$ cat config.mk
export PLATFORM = sky130hd
export DESIGN_NAME = byte_lane_ram_ctrl
export DESIGN_NICKNAME = d
export VERILOG_FILES = /design/src/rtl/byte_lane_ram_pkg.sv /design/src/rtl/byte_lane_ram_arb.sv /design/src/rtl/byte_lane_ram_ctrl.sv
export SDC_FILE = /design/constraint.sdc
export NUM_CORES = 1
export LEC_CHECK = 0
export BUFFER_PORTS_ARGS = -buffer_cell sky130_fd_sc_hd__buf_2
export CAP_MARGIN = 25
export CORE_MARGIN = 1.5
export CORE_UTILIZATION = 33
export CTS_CLUSTER_DIAMETER = 40
export CTS_CLUSTER_SIZE = 40
export DETAILED_ROUTE_END_ITERATION = 10
export PLACE_DENSITY = 0.78
export SYNTH_ARGS = -nofsm -noshare
export SYNTH_HDL_FRONTEND = slang
export SYNTH_SLANG_ARGS = --single-unit
$ cat constraint.sdc
create_clock -name clk -period 1.3 [get_ports clk]
set_input_delay 0.26 -clock clk [delete_from_list [all_inputs] [get_ports clk]]
set_output_delay 0.26 -clock clk [all_outputs]
set_load 0.01 [all_outputs]
$ cat src/rtl/byte_lane_ram_pkg.sv
// Shared types for the byte-lane SRAM front-end: host op codes, FSM states,
// and grant owners.
package byte_lane_ram_pkg;

  typedef enum logic [1:0] {
    HOP_SETA  = 2'd0,
    HOP_WRITE = 2'd1,
    HOP_READ  = 2'd2,
    HOP_NOP   = 2'd3
  } host_op_e;

  typedef enum logic [1:0] {
    ST_IDLE,
    ST_BUS_ACK,
    ST_HOST_ACK,
    ST_HOLD
  } ctrl_state_e;

  typedef enum logic {
    OWN_BUS  = 1'b0,
    OWN_HOST = 1'b1
  } owner_e;

endpackage

$ cat src/rtl/byte_lane_ram_arb.sv
// Two-requester round-robin arbiter; on a tie the requester not granted last wins.
module byte_lane_ram_arb
  import byte_lane_ram_pkg::*;
(
  input  logic clk,
  input  logic i_rst,
  input  logic i_en,
  input  logic i_req_bus,
  input  logic i_req_host,
  output logic o_gnt_bus,
  output logic o_gnt_host
);

  owner_e last_grant;

  always_comb begin
    o_gnt_bus  = i_en && i_req_bus && (!i_req_host || last_grant == OWN_HOST);
    o_gnt_host = i_en && i_req_host && !o_gnt_bus;
  end

  always_ff @(posedge clk) begin
    if (i_rst) begin
      last_grant <= OWN_HOST;
    end else if (o_gnt_bus) begin
      last_grant <= OWN_BUS;
    end else if (o_gnt_host) begin
      last_grant <= OWN_HOST;
    end
  end

endmodule

$ cat src/rtl/byte_lane_ram_ctrl.sv
// Arbitrating front-end for a byte-write-enabled SRAM macro (host byte port + CPU bus).
// Define BYTE_LANE_RAM_CTRL_AUTOINC_EN to auto-increment the host pointer on WRITE/READ.
module byte_lane_ram_ctrl
  import byte_lane_ram_pkg::*;
#(
  parameter int WORD_BYTES = 4,
  parameter int DEPTH      = 32,
  parameter int AW         = $clog2(DEPTH),
  parameter int LB         = $clog2(WORD_BYTES)
) (
  input  logic                    clk,
  input  logic                    i_rst,
  input  logic                    i_host_valid,
  input  logic [1:0]              i_host_op,
  input  logic [7:0]              i_host_data,
  output logic                    o_host_ready,
  output logic [7:0]              o_host_rdata,
  output logic                    o_host_rvalid,
  input  logic                    i_bus_cyc,
  input  logic                    i_bus_we,
  input  logic [AW-1:0]           i_bus_adr,
  input  logic [WORD_BYTES-1:0]   i_bus_sel,
  input  logic [8*WORD_BYTES-1:0] i_bus_dat,
  output logic [8*WORD_BYTES-1:0] o_bus_rdt,
  output logic                    o_bus_ack,
  output logic                    o_mem_en,
  output logic [AW-1:0]           o_mem_a,
  output logic [WORD_BYTES-1:0]   o_mem_we,
  output logic [8*WORD_BYTES-1:0] o_mem_di,
  input  logic [8*WORD_BYTES-1:0] i_mem_do
);

  localparam int PW = AW + LB;

  if (AW + LB > 8) begin : g_ptr_too_wide
    $error("byte_lane_ram_ctrl: AW+LB must not exceed 8");
  end

  ctrl_state_e           state;
  host_op_e              op_q;
  logic [PW-1:0]         ptr;
  logic [7:0]            rdata_q;
  logic                  rvalid_q;
  logic                  gnt_bus;
  logic                  gnt_host;
  host_op_e              op_in;
  logic [PW-1:0]         lane_sel;
  logic [AW-1:0]         ptr_word;
  logic [WORD_BYTES-1:0] lane_we;
  logic [7:0]            lane_byte;

  assign op_in    = host_op_e'(i_host_op);
  assign lane_sel = ptr & PW'(WORD_BYTES - 1);
  assign ptr_word = AW'(ptr >> LB);

  byte_lane_ram_arb u_arb (
    .clk        (clk),
    .i_rst      (i_rst),
    .i_en       (state == ST_IDLE),
    .i_req_bus  (i_bus_cyc),
    .i_req_host (i_host_valid),
    .o_gnt_bus  (gnt_bus),
    .o_gnt_host (gnt_host)
  );

  always_comb begin
    lane_we   = '0;
    lane_byte = '0;
    for (int unsigned i = 0; i < WORD_BYTES; i++) begin
      if (lane_sel == PW'(i)) begin
        lane_we[i] = 1'b1;
        lane_byte  = i_mem_do[8*i +: 8];
      end
    end
  end

  // Macro strobes are combinational from the grant so the access lands in the grant cycle.
  always_comb begin
    o_mem_en     = 1'b0;
    o_mem_a      = '0;
    o_mem_we     = '0;
    o_mem_di     = '0;
    o_host_ready = 1'b0;
    if (gnt_bus) begin
      o_mem_en = 1'b1;
      o_mem_a  = i_bus_adr;
      o_mem_we = i_bus_we ? i_bus_sel : '0;
      o_mem_di = i_bus_dat;
    end else if (gnt_host) begin
      o_host_ready = 1'b1;
      case (op_in)
        HOP_WRITE: begin
          o_mem_en = 1'b1;
          o_mem_a  = ptr_word;
          o_mem_we = lane_we;
          o_mem_di = {WORD_BYTES{i_host_data}};
        end
        HOP_READ: begin
          o_mem_en = 1'b1;
          o_mem_a  = ptr_word;
        end
        default: ;
      endcase
    end
  end

  // An ack in a reset cycle would belong to an abandoned access.
  assign o_bus_ack     = (state == ST_BUS_ACK) && !i_rst;
  assign o_bus_rdt     = o_bus_ack ? i_mem_do : '0;
  assign o_host_rdata  = rdata_q;
  assign o_host_rvalid = rvalid_q;

  always_ff @(posedge clk) begin
    if (i_rst) begin
      state    <= ST_IDLE;
      op_q     <= HOP_NOP;
      ptr      <= '0;
      rdata_q  <= '0;
      rvalid_q <= 1'b0;
    end else begin
      rvalid_q <= 1'b0;
      case (state)
        ST_IDLE: begin
          if (gnt_bus) begin
            state <= ST_BUS_ACK;
          end else if (gnt_host) begin
            state <= ST_HOST_ACK;
            op_q  <= op_in;
            if (op_in == HOP_SETA) begin
              ptr <= i_host_data[PW-1:0];
            end
          end
        end
        ST_BUS_ACK: state <= ST_HOLD;
        ST_HOLD:    state <= ST_IDLE;
        ST_HOST_ACK: begin
          if (op_q == HOP_READ) begin
            rdata_q  <= lane_byte;
            rvalid_q <= 1'b1;
          end
`ifdef BYTE_LANE_RAM_CTRL_AUTOINC_EN
          if (op_q == HOP_WRITE || op_q == HOP_READ) begin
            ptr <= ptr + 1'b1;
          end
`endif
          state <= ST_IDLE;
        end
        default: state <= ST_IDLE;
      endcase
    end
  end

endmodule

Word level (Yosys, flattened, before mapping)
Index checks and enable logic that the tools add are counted.
Widths: inputs -> output; s select.
- register bits: 21
- input bits: 88
- eq/ne operators: 10
- muxes and demuxes: 30
- bitwise operators: 2
- reduce and logical (&&, ||, !) cells: 19
- operator list (operator ; number):
    $mux 32 ; 4
    $mux 8 ; 4
    $mux 4 ; 4
    $mux 5 ; 3
    $eq 2x2->1 const B ; 6
    $mux 1 ; 12
    $logic_not 7->1 ; 1
    $eq 2x1->1 const B ; 3
    $pmux 2 s3 ; 1
    $reduce_or 2->1 ; 3
    $logic_and 1x1->1 ; 5
    $logic_not 2->1 ; 2
    $mux 2 ; 2
    $reduce_and 4->1 ; 1
    $logic_not 1->1 ; 3
    $ne 3x3->1 const B ; 1
    $reduce_and 3->1 ; 1
    $not 1->1 ; 2
    $reduce_and 2->1 ; 1
    $reduce_bool 2->1 ; 1
    $logic_or 1x1->1 ; 1

Depth between registers and ports, before layout
Gate-level depths: netlist of run 1.
- depth in word-level cells: 8
- mapped depth: 6
- mapped depth without buffers: 4

Cells and area by module
Synthesis of run 1 repeated with hierarchy kept, for this count alone.
- cells, all modules: 202
- area, all modules: 1714.1 um^2
- by module, submodules not included (module ; times used ; cells each ; area an instance (um^2) ; sequential area each (um^2)):
    byte_lane_ram_ctrl ; 1 ; 194 ; 1655.3 ; 400.4
    byte_lane_ram_arb ; 1 ; 8 ; 58.8 ; 20.0

Worst setup path before layout of run 1
Ideal clock, no wire load.
- path type: flip-flop to output port
- from: reg state[0]
- to: out o_mem_we[2]
- arrival time: 1.208 ns
- required time: 1.040 ns
- slack: -0.168 ns
- stages on the path, launching flop included: 6
- path buffers: 2
- cell sequence: dfxtp_1 -> nor2_1 -> and3_1 -> buf_6 -> buf_6 -> a32o_1
- longest elaborated chain between the ends: 7
- elaborated cells between the ends (all ways): 8
- classes of those cells: 2 x mux; 6 x reduce/logical
- RTL lines (item ; RTL line ; text):
    from (decl) ; byte_lane_ram_ctrl.sv:39 ; ctrl_state_e state;
    from (signal assigned) ; byte_lane_ram_ctrl.sv:115 ; state <= ST_IDLE;
    from (signal assigned) ; byte_lane_ram_ctrl.sv:125 ; state <= ST_BUS_ACK;
    from (signal assigned) ; byte_lane_ram_ctrl.sv:127 ; state <= ST_HOST_ACK;
    $logic_not 2->1 * ; byte_lane_ram_ctrl.sv:59 ; .i_en (state == ST_IDLE),
    $logic_and 1x1->1 (2 in series) ; byte_lane_ram_arb.sv:17 ; o_gnt_bus = i_en && i_req_bus && (!i_req_host || last_grant == OWN_HOST);
    $logic_not 1->1 ; byte_lane_ram_arb.sv:18 ; o_gnt_host = i_en && i_req_host && !o_gnt_bus;
    $logic_and 1x1->1 ; byte_lane_ram_arb.sv:18 ;
    $mux 4 ; byte_lane_ram_ctrl.sv:89 ; end else if (gnt_host) begin
    $mux 4 * ; byte_lane_ram_ctrl.sv:84 ; if (gnt_bus) begin
    to (decl) ; byte_lane_ram_ctrl.sv:28 ; output logic [WORD_BYTES-1:0] o_mem_we,
Mark *: on every way between the ends. The rest lies on a longest branch, timed or not.

Final worst setup path of run 1
- from: reg state[0]
- to: out o_mem_di[8]
- longest elaborated chain between the ends: 7
- elaborated cells between the ends (all ways): 8
- classes of those cells: 2 x mux; 6 x reduce/logical
- RTL lines (item ; RTL line ; text):
    $logic_not 2->1 * ; byte_lane_ram_ctrl.sv:59 ;
    $logic_and 1x1->1 (2 in series) ; byte_lane_ram_arb.sv:17 ;
    $logic_not 1->1 ; byte_lane_ram_arb.sv:18 ;
    $logic_and 1x1->1 ; byte_lane_ram_arb.sv:18 ;
    $mux 32 ; byte_lane_ram_ctrl.sv:89 ;
    $mux 32 * ; byte_lane_ram_ctrl.sv:84 ;
    to (decl) ; byte_lane_ram_ctrl.sv:29 ; output logic [8*WORD_BYTES-1:0] o_mem_di,
Marked as above.

==> summary.txt, run 1 <==
Place
  – Number of port buffers: roughly 170
  – Final RePlAce weighted congestion: 0.7911
  – Placed wire-length estimate: 4923 um

Clock network
  – CTS sink count: 21
  – Clk Latency, worst-skew pair: around 0.26 ns
  – CTS Buf Count: 3
  – H-tree depth: 1
  – Reg clk slew, reported paths: 0.08 ns
  – CTS tree: done
  – Root Buffer Master: clkbuf_8
  – Clk buf depth: 2

Route
  – Number of DRC markers in iteration 0: 94
  – Post-Route WL: 6802 um
  – Via density: about 5
  – DR DRC count: 0
  – Drt first pass iters: 4
  – Routed len/inst: around 15 um
  – DR vias: around 2300
  – Antenna Violating Nets Remaining: 0

Timing
  – RSZ-0062 raised after global routing: yes
  – Count of pins over their slew limit: 0
  – Final period util: 139.3%
  – Slew HR: between 70% and 80%
  – Fin Hold WS: 0.2916 ns
  – Max Fclk: 552.3 MHz
  – Final worst slack: -0.5106 ns
  – Skew final: roughly 0.0012 ns
  – Worst-Margin Slew: ~0.34 ns
  – Final Setup Violations: 93
  – Tmin final: about 1.8 ns
  – Final hold vios: 0

Global routing
  – First-pass GRT wire length: about 9300 um
  – Vias in the first global route: between 1500 and 2000
  – Initial antenna violation count: 0
  – Pin count of the biggest net entering global routing: 37
  – GR Util All Layers: about a fifth
  – Grt ovf: 0

Worst setup path
  – Kind of critical path: reg2out
  – Reg2reg start: ptr[0]
  – Critical path arrival: ~1.6 ns
  – Cells along the critical path: nor2_2 > and3_4 > buf_12 > buf_16 > a22o_1 > buf_2
  – Critical path's largest stage delay: 0.39 ns
  – Reg2Reg Depth: 4
  – Crit. End Element: output pin
  – Worst EP required: between 1 and 1.5 ns
  – Slowest-stage cell, CP: dfxtp_2
  – Worst Path Max Fanout: 10
  – Reg-to-reg endpoint: o_host_rdata[1]
  – Worst setup SP type: flop
  – Crit path buf inv count: 3
  – R2r setup slk: -0.06 ns
  – CP delay by family, top: buffers and inverters

Pwr
  – Leak: about 1.7 nW
  – Post-route total power: about 2.5 mW
  – Pwr/cell area: 804.7 nW/um^2
  – VDD IR-drop max: between 0.5 and 0.6 mV

Final layout
  – Nets: around 470
  – Share of cells above drive strength 1: a little under two thirds
  – ANT cells: 0
  – Synth-to-layout area growth: 76.50%
  – Post-Route Utilization: 60.36%

Floorplan
  – Die Span Y: 75.75 um
  – Initial core utilization: around a third
  – Top-level I/O count: 173
  – Die area: 5738 um^2
  – Core Region: 5107 um^2
  – Die width: between 70 and 80 um
  – Cell Rows: 26

Yosys
  – Synthesized flop and latch total: 21
  – Cells after Synth: ~180
  – Post-Syn Area: 1747 um^2
  – Yosys warns: 0
  – Syn avg cell area: around 9.5 um^2
  – Yosys cell types: 27
  – Syn_nets: 274
  – Sequential fraction of the synthesis area: approximately 24%

Run status
  – Failing checks: negative setup slack
  – Status: finished with violations

Min path
  – WHS Path Cells: 2
  – Hold crit path type: in2reg
  – Hold Crit Endpoint: ptr[4]
  – Worst hold start: i_host_data[4]

Run
  – # Max-Cap Violations: 0
registers in the layout, summed over array words and instances, names as in the netlist:
| name | cells |
|---|---|
| u_arb.last_grant | 1 |
| ptr | 7 |
| op_q | 2 |
| o_host_rvalid | 1 |
| state | 2 |
| o_host_rdata | 8 |
area by class of cell:
class                      count  area, um^2
fill                         464        2024
tap                           70       87.58
multi-input combinational    133        1207
sequential                    21       427.9
inverter                      11       46.29
clock buffer                   4       45.04
timing repair buffer         205        1269
cell families (layout without fill, tap and decap cells):
| logic type | Yosys count | in the layout | synth area share, % |
|---|---|---|---|
| multiplexers | 8 | 8 | 10.32 |
| AO/OA/AOI/OAI | 72 | 72 | 35.82 |
| adder cells (fa/ha/maj) | 2 | 2 | 1.432 |
| flip-flops | 21 | 21 | 24.07 |
| AND/OR/NAND/NOR | 51 | 51 | 18.19 |
| buffers and inverters | 30 | 220 | 10.17 |
power by group:
group	total, mW	internal [mW]	switching [mW]
registers	0.715	0.680	0.0348
clock network	0.438	0.219	0.219
logic	1.33	0.722	0.606
cell usage after synthesis:
master,count,area share [%]
a22o_1,40,20
and2_1,33,12
dfxtp_1,21,24
inv_1,10,2.1
a32o_1,9,5.2
mux4_2,8,10
a311oi_1,7,3.5
a31o_1,7,3.5
buf_6,6,3.9
nor2_1,6,1.3
clkbuf_1,5,1.1
buf_2,4,1.1
buf_4,4,1.7
nand2_1,4,0.86
and3_1,3,1.1
a21o_1,2,0.86
ha_1,2,1.4
nand2b_1,2,0.72
o211ai_1,2,0.86
o21ai_0,2,0.57
a21oi_1,1,0.29
inv_2,1,0.21
nor3b_2,1,0.72
nor4_4,1,1.2
o2bb2ai_1,1,0.50
o31a_1,1,0.50
or3b_2,1,0.50
cells in the final DEF, fill, tap and decap left out, types with 2 or more instances in the layout:
master | netlist | routed
nand2_2 | 0 | 2
and2_1 | 33 | 33
buf_2 | 4 | 169
dfxtp_2 | 0 | 3
buf_6 | 6 | 10
nor2_2 | 0 | 2
a22o_1 | 40 | 40
dfxtp_1 | 21 | 17
and3_4 | 0 | 3
o21ai_2 | 0 | 2
a31o_1 | 7 | 7
a311oi_1 | 7 | 7
buf_16 | 0 | 2
inv_1 | 10 | 10
o211ai_1 | 2 | 2
buf_4 | 4 | 18
ha_1 | 2 | 2
a32o_2 | 0 | 2
a21o_1 | 2 | 2
a32o_1 | 9 | 7
clkbuf_8 | 0 | 3
mux4_2 | 8 | 8
buf_12 | 0 | 4
nor2_1 | 6 | 4
worst reg2reg max path: cells and delay by family (launching register included):
kind | cells | cell delay, ns
DFF | 1 | 0.35
muxes | 1 | 0.51
AOI/OAI and AO/OA | 1 | 0.19
buffers and inverters | 2 | 0.22
per-stage QoR:
| step | instances | setup TNS [ns] | setup slack [ns] | instance area, um^2 |
|---|---|---|---|---|
| after detailed placement | 429 | -9.816 | -0.2727 | 2775 |
| after global routing | 444 | -42.35 | -0.5736 | 3083 |
| after global placement | 429 | -9.103 | -0.2429 | 2775 |
| final | 444 | -35.11 | -0.5106 | 3083 |
| after floorplan | 184 | -2.794 | -0.08259 | 1784 |
| after CTS | 442 | -33.68 | -0.4831 | 3022 |
layer usage:
| metal | up-vias | track usage, % | share of wire, % |
|---|---|---|---|
| met5 | - | 0 | 0 |
| met4 | 0 | 3.770 | 0.68 |
| met3 | 7 | 3.704 | 5.2 |
| met2 | 90 | 37.00 | 51 |
| met1 | 1085 | 27.31 | 43 |
| li1 | 1099 | - | - |
worst max path at each step:
stage / cells past startpoint / slack, ns / endpoint / startpoint
after detailed placement: 6 / -0.27 / o_mem_we[2] / i_host_op[0]
after global placement: 6 / -0.24 / o_mem_we[2] / i_host_op[0]
after floorplan: 5 / -0.08 / o_mem_di[10] / state[0]
after global routing: 6 / -0.57 / o_mem_di[11] / state[0]
final: 6 / -0.51 / o_mem_di[8] / state[0]
after CTS: 5 / -0.48 / o_mem_di[9] / state[1]
repair_timing:
action	CTS	global route
gates resized for setup	26	9
endpoints found under the setup margin	89	93
cloned	3	1
setup buffers	6	5
hold endpoints to repair	0	0
pin swaps	22	5
hold buffers	0	0
(Power assumes the default switching activity.)
==> run 2: changes to the inputs <==
--- a/config.mk
+++ b/config.mk
@@ -13,6 +13,7 @@
 export CTS_CLUSTER_SIZE = 40
 export DETAILED_ROUTE_END_ITERATION = 10
 export PLACE_DENSITY = 0.78
+export SKIP_CTS_REPAIR_TIMING = 1
 export SYNTH_ARGS = -nofsm -noshare
 export SYNTH_HDL_FRONTEND = slang
 export SYNTH_SLANG_ARGS = --single-unit
==> run 2 against run 1 <==
The flow still finishes with violations (negative setup slack); via count shrank 3.7%; cell count shrank 1.8%; design area shrank 5.4%; fmax grew 2.0%; hold slack lost 0.0085 ns; combinational power shrank 14%; wire length shrank 6.5%; sequential share of layout area grew 0.79 points; sequential power shrank 0.7%; clock skew is essentially flat; largest cell class is now multi-input combinational cells; largest power group unchanged.
==> summary.txt, run 2 (same netlist as run 1, synthesis figures left out) <==
Global routing
  – Vias in the first global route: 1767 (was 1923)
  – Grt ovf: 0 (unchanged)
  – First-pass GRT wire length: 8445 um (was 9321 um)
  – GR Util All Layers: 19.02% (was 21.11%)
  – Initial antenna violation count: 0 (unchanged)
  – Pin count of the biggest net entering global routing: 40 (was 37)

Final layout
  – ANT cells: 0 (unchanged)
  – Cell area after layout: 2918 um^2 (was 3083 um^2)
  – Fill cells: 488 (was 464)
  – Register area: 427.9 um^2 (unchanged)
  – Commonest non-fill, non-tap cell in the layout: buf_2 (unchanged)
  – Nets: 457 (was 465)
  – Synth-to-layout area growth: 67.05% (was 76.50%)
  – Post-Route Utilization: 57.13% (was 60.36%)
  – Max reg flops: 8 (unchanged)
  – Multi-input gate area: 1180 um^2 (was 1207 um^2)
  – Share of cells above drive strength 1: 61.48% (was 63.37%)
  – Most frequent cells in the layout: 172 x buf_2, 40 x a22o_1, 33 x and2_1 (was 169 x buf_2, 40 x a22o_1, 33 x and2_1)

Place
  – Placed wire-length estimate: 4923 um (unchanged)
  – Place WS: -0.2727 ns (unchanged)
  – Final RePlAce weighted congestion: 0.7911 (unchanged)
  – Placed cell area: 2775 um^2 (unchanged)
  – Number of port buffers: 172 (unchanged)

Route
  – DR DRC count: 0 (unchanged)
  – Number of DRC markers in iteration 0: 76 (was 94)
  – Antenna Violating Nets Remaining: 0 (unchanged)
  – Via density: 5.039 (was 5.137)
  – Post-Route WL: 6360 um (was 6802 um)
  – Drt first pass iters: 4 (unchanged)
  – Routed len/inst: 14.59 um (was 15.32 um)
  – DR vias: 2197 (was 2281)

Clock network
  – Clk Latency, worst-skew pair: 0.26 ns (about the same)
  – CTS Buf Count: 3 (unchanged)
  – Reg clk slew, reported paths: 0.08 ns (about the same)
  – Root Buffer Master: clkbuf_8 (unchanged)
  – CTS tree: done (unchanged)
  – Clk buf depth: 2 (unchanged)
  – H-tree depth: 1 (unchanged)
  – CTS sink count: 21 (unchanged)

Run status
  – Status: finished with violations (unchanged)
  – Failing checks: negative setup slack (unchanged)

Timing
  – Final hold vios: 0 (unchanged)
  – Worst-Margin Slew: 0.3302 ns (was 0.3362 ns)
  – Count of pins over their slew limit: 0 (unchanged)
  – Final setup TNS: -29.26 ns (was -35.11 ns)
  – Skew final: 0.0008783 ns (was 0.001184 ns)
  – Slew HR: 77.99% (was 77.59%)
  – Max Fclk: 563.5 MHz (was 552.3 MHz)
  – Final period util: 136.5% (was 139.3%)
  – Final Setup Violations: 82 (was 93)
  – Tmin final: 1.774 ns (was 1.811 ns)
  – Final worst slack: -0.4745 ns (was -0.5106 ns)
  – RSZ-0062 raised after global routing: yes (unchanged)

Pwr
  – Pwr/cell area: 786.1 nW/um^2 (was 804.7 nW/um^2)
  – Post-route total power: 2.294 mW (was 2.481 mW)
  – VDD IR-drop max: 0.4975 mV (was 0.5366 mV)
  – Leak: 1.578 nW (was 1.654 nW)

Floorplan
  – Die Span Y: 75.75 um (unchanged)
  – Die width: 75.75 um (unchanged)
  – Die area: 5738 um^2 (unchanged)
  – Cell Rows: 26 (unchanged)
  – Top-level I/O count: 173 (unchanged)
  – Initial core utilization: 34.20% (unchanged)
  – Core Region: 5107 um^2 (unchanged)

Worst setup path
  – Worst Path Max Fanout: 18 (was 10)
  – Critical path arrival: 1.51 ns (was 1.55 ns)
  – Kind of critical path: reg2out (unchanged)
  – Worst EP required: 1.04 ns (about the same)
  – Worst setup SP type: flop (unchanged)
  – Crit. End Element: output pin (unchanged)

Run
  – # Max-Cap Violations: 0 (unchanged)

Min path
  – Hold crit path type: in2reg (unchanged)
-- run 2: where the power goes --
group	switching, mW	leakage [nW]	total (mW)	internal, mW
Sequential	0.0293	0.172	0.710	0.680
Clock	0.215	0.0228	0.434	0.219
Combinational	0.550	1.38	1.15	0.600
-- run 2: final timing paths --
path                     endpoint             from  depth (start not counted)  slack (ns)
setup / recovery      o_mem_di[6]         state[0]                          5       -0.47
hold reg to reg   o_host_rdata[5]  o_host_rdata[5]                          1        0.47
hold / removal             ptr[4]   i_host_data[4]                          2        0.28
setup reg to reg  o_host_rdata[1]           ptr[0]                          4       -0.07
-- run 2: area by class of cell --
class,instances,area share (%)
well taps,70,3.002
inverters,11,1.415
clock buffers,4,1.544
repair buffers,197,38.94
flip-flops and latches,21,14.67
multi-input cells,133,40.44
-- run 2: metrics by stage --
stage,instances,hold slack [ns]
final,436,0.2831
after global routing,436,0.2934
after CTS,433,0.2805
after detailed placement,429,0.4558
after global placement,429,0.4554
after floorplan,184,0.3947
-- run 2: worst max-delay path: stages, from the launching register on --
cell	delay (ns)
dfxtp_4	0.36
nor3b_2	0.19
and3_4	0.26
clkbuf_16	0.18
a22o_1	0.12
buf_2	0.13
-- run 2: metal layers --
metal	share of wire [%]	vias to the layer above	GRT usage [%]
met5	0	-	0
met4	0.50	0	3.175
met3	5.6	5	3.704
met2	50	84	32.27
met1	44	1027	25.38
li1	-	1081	-
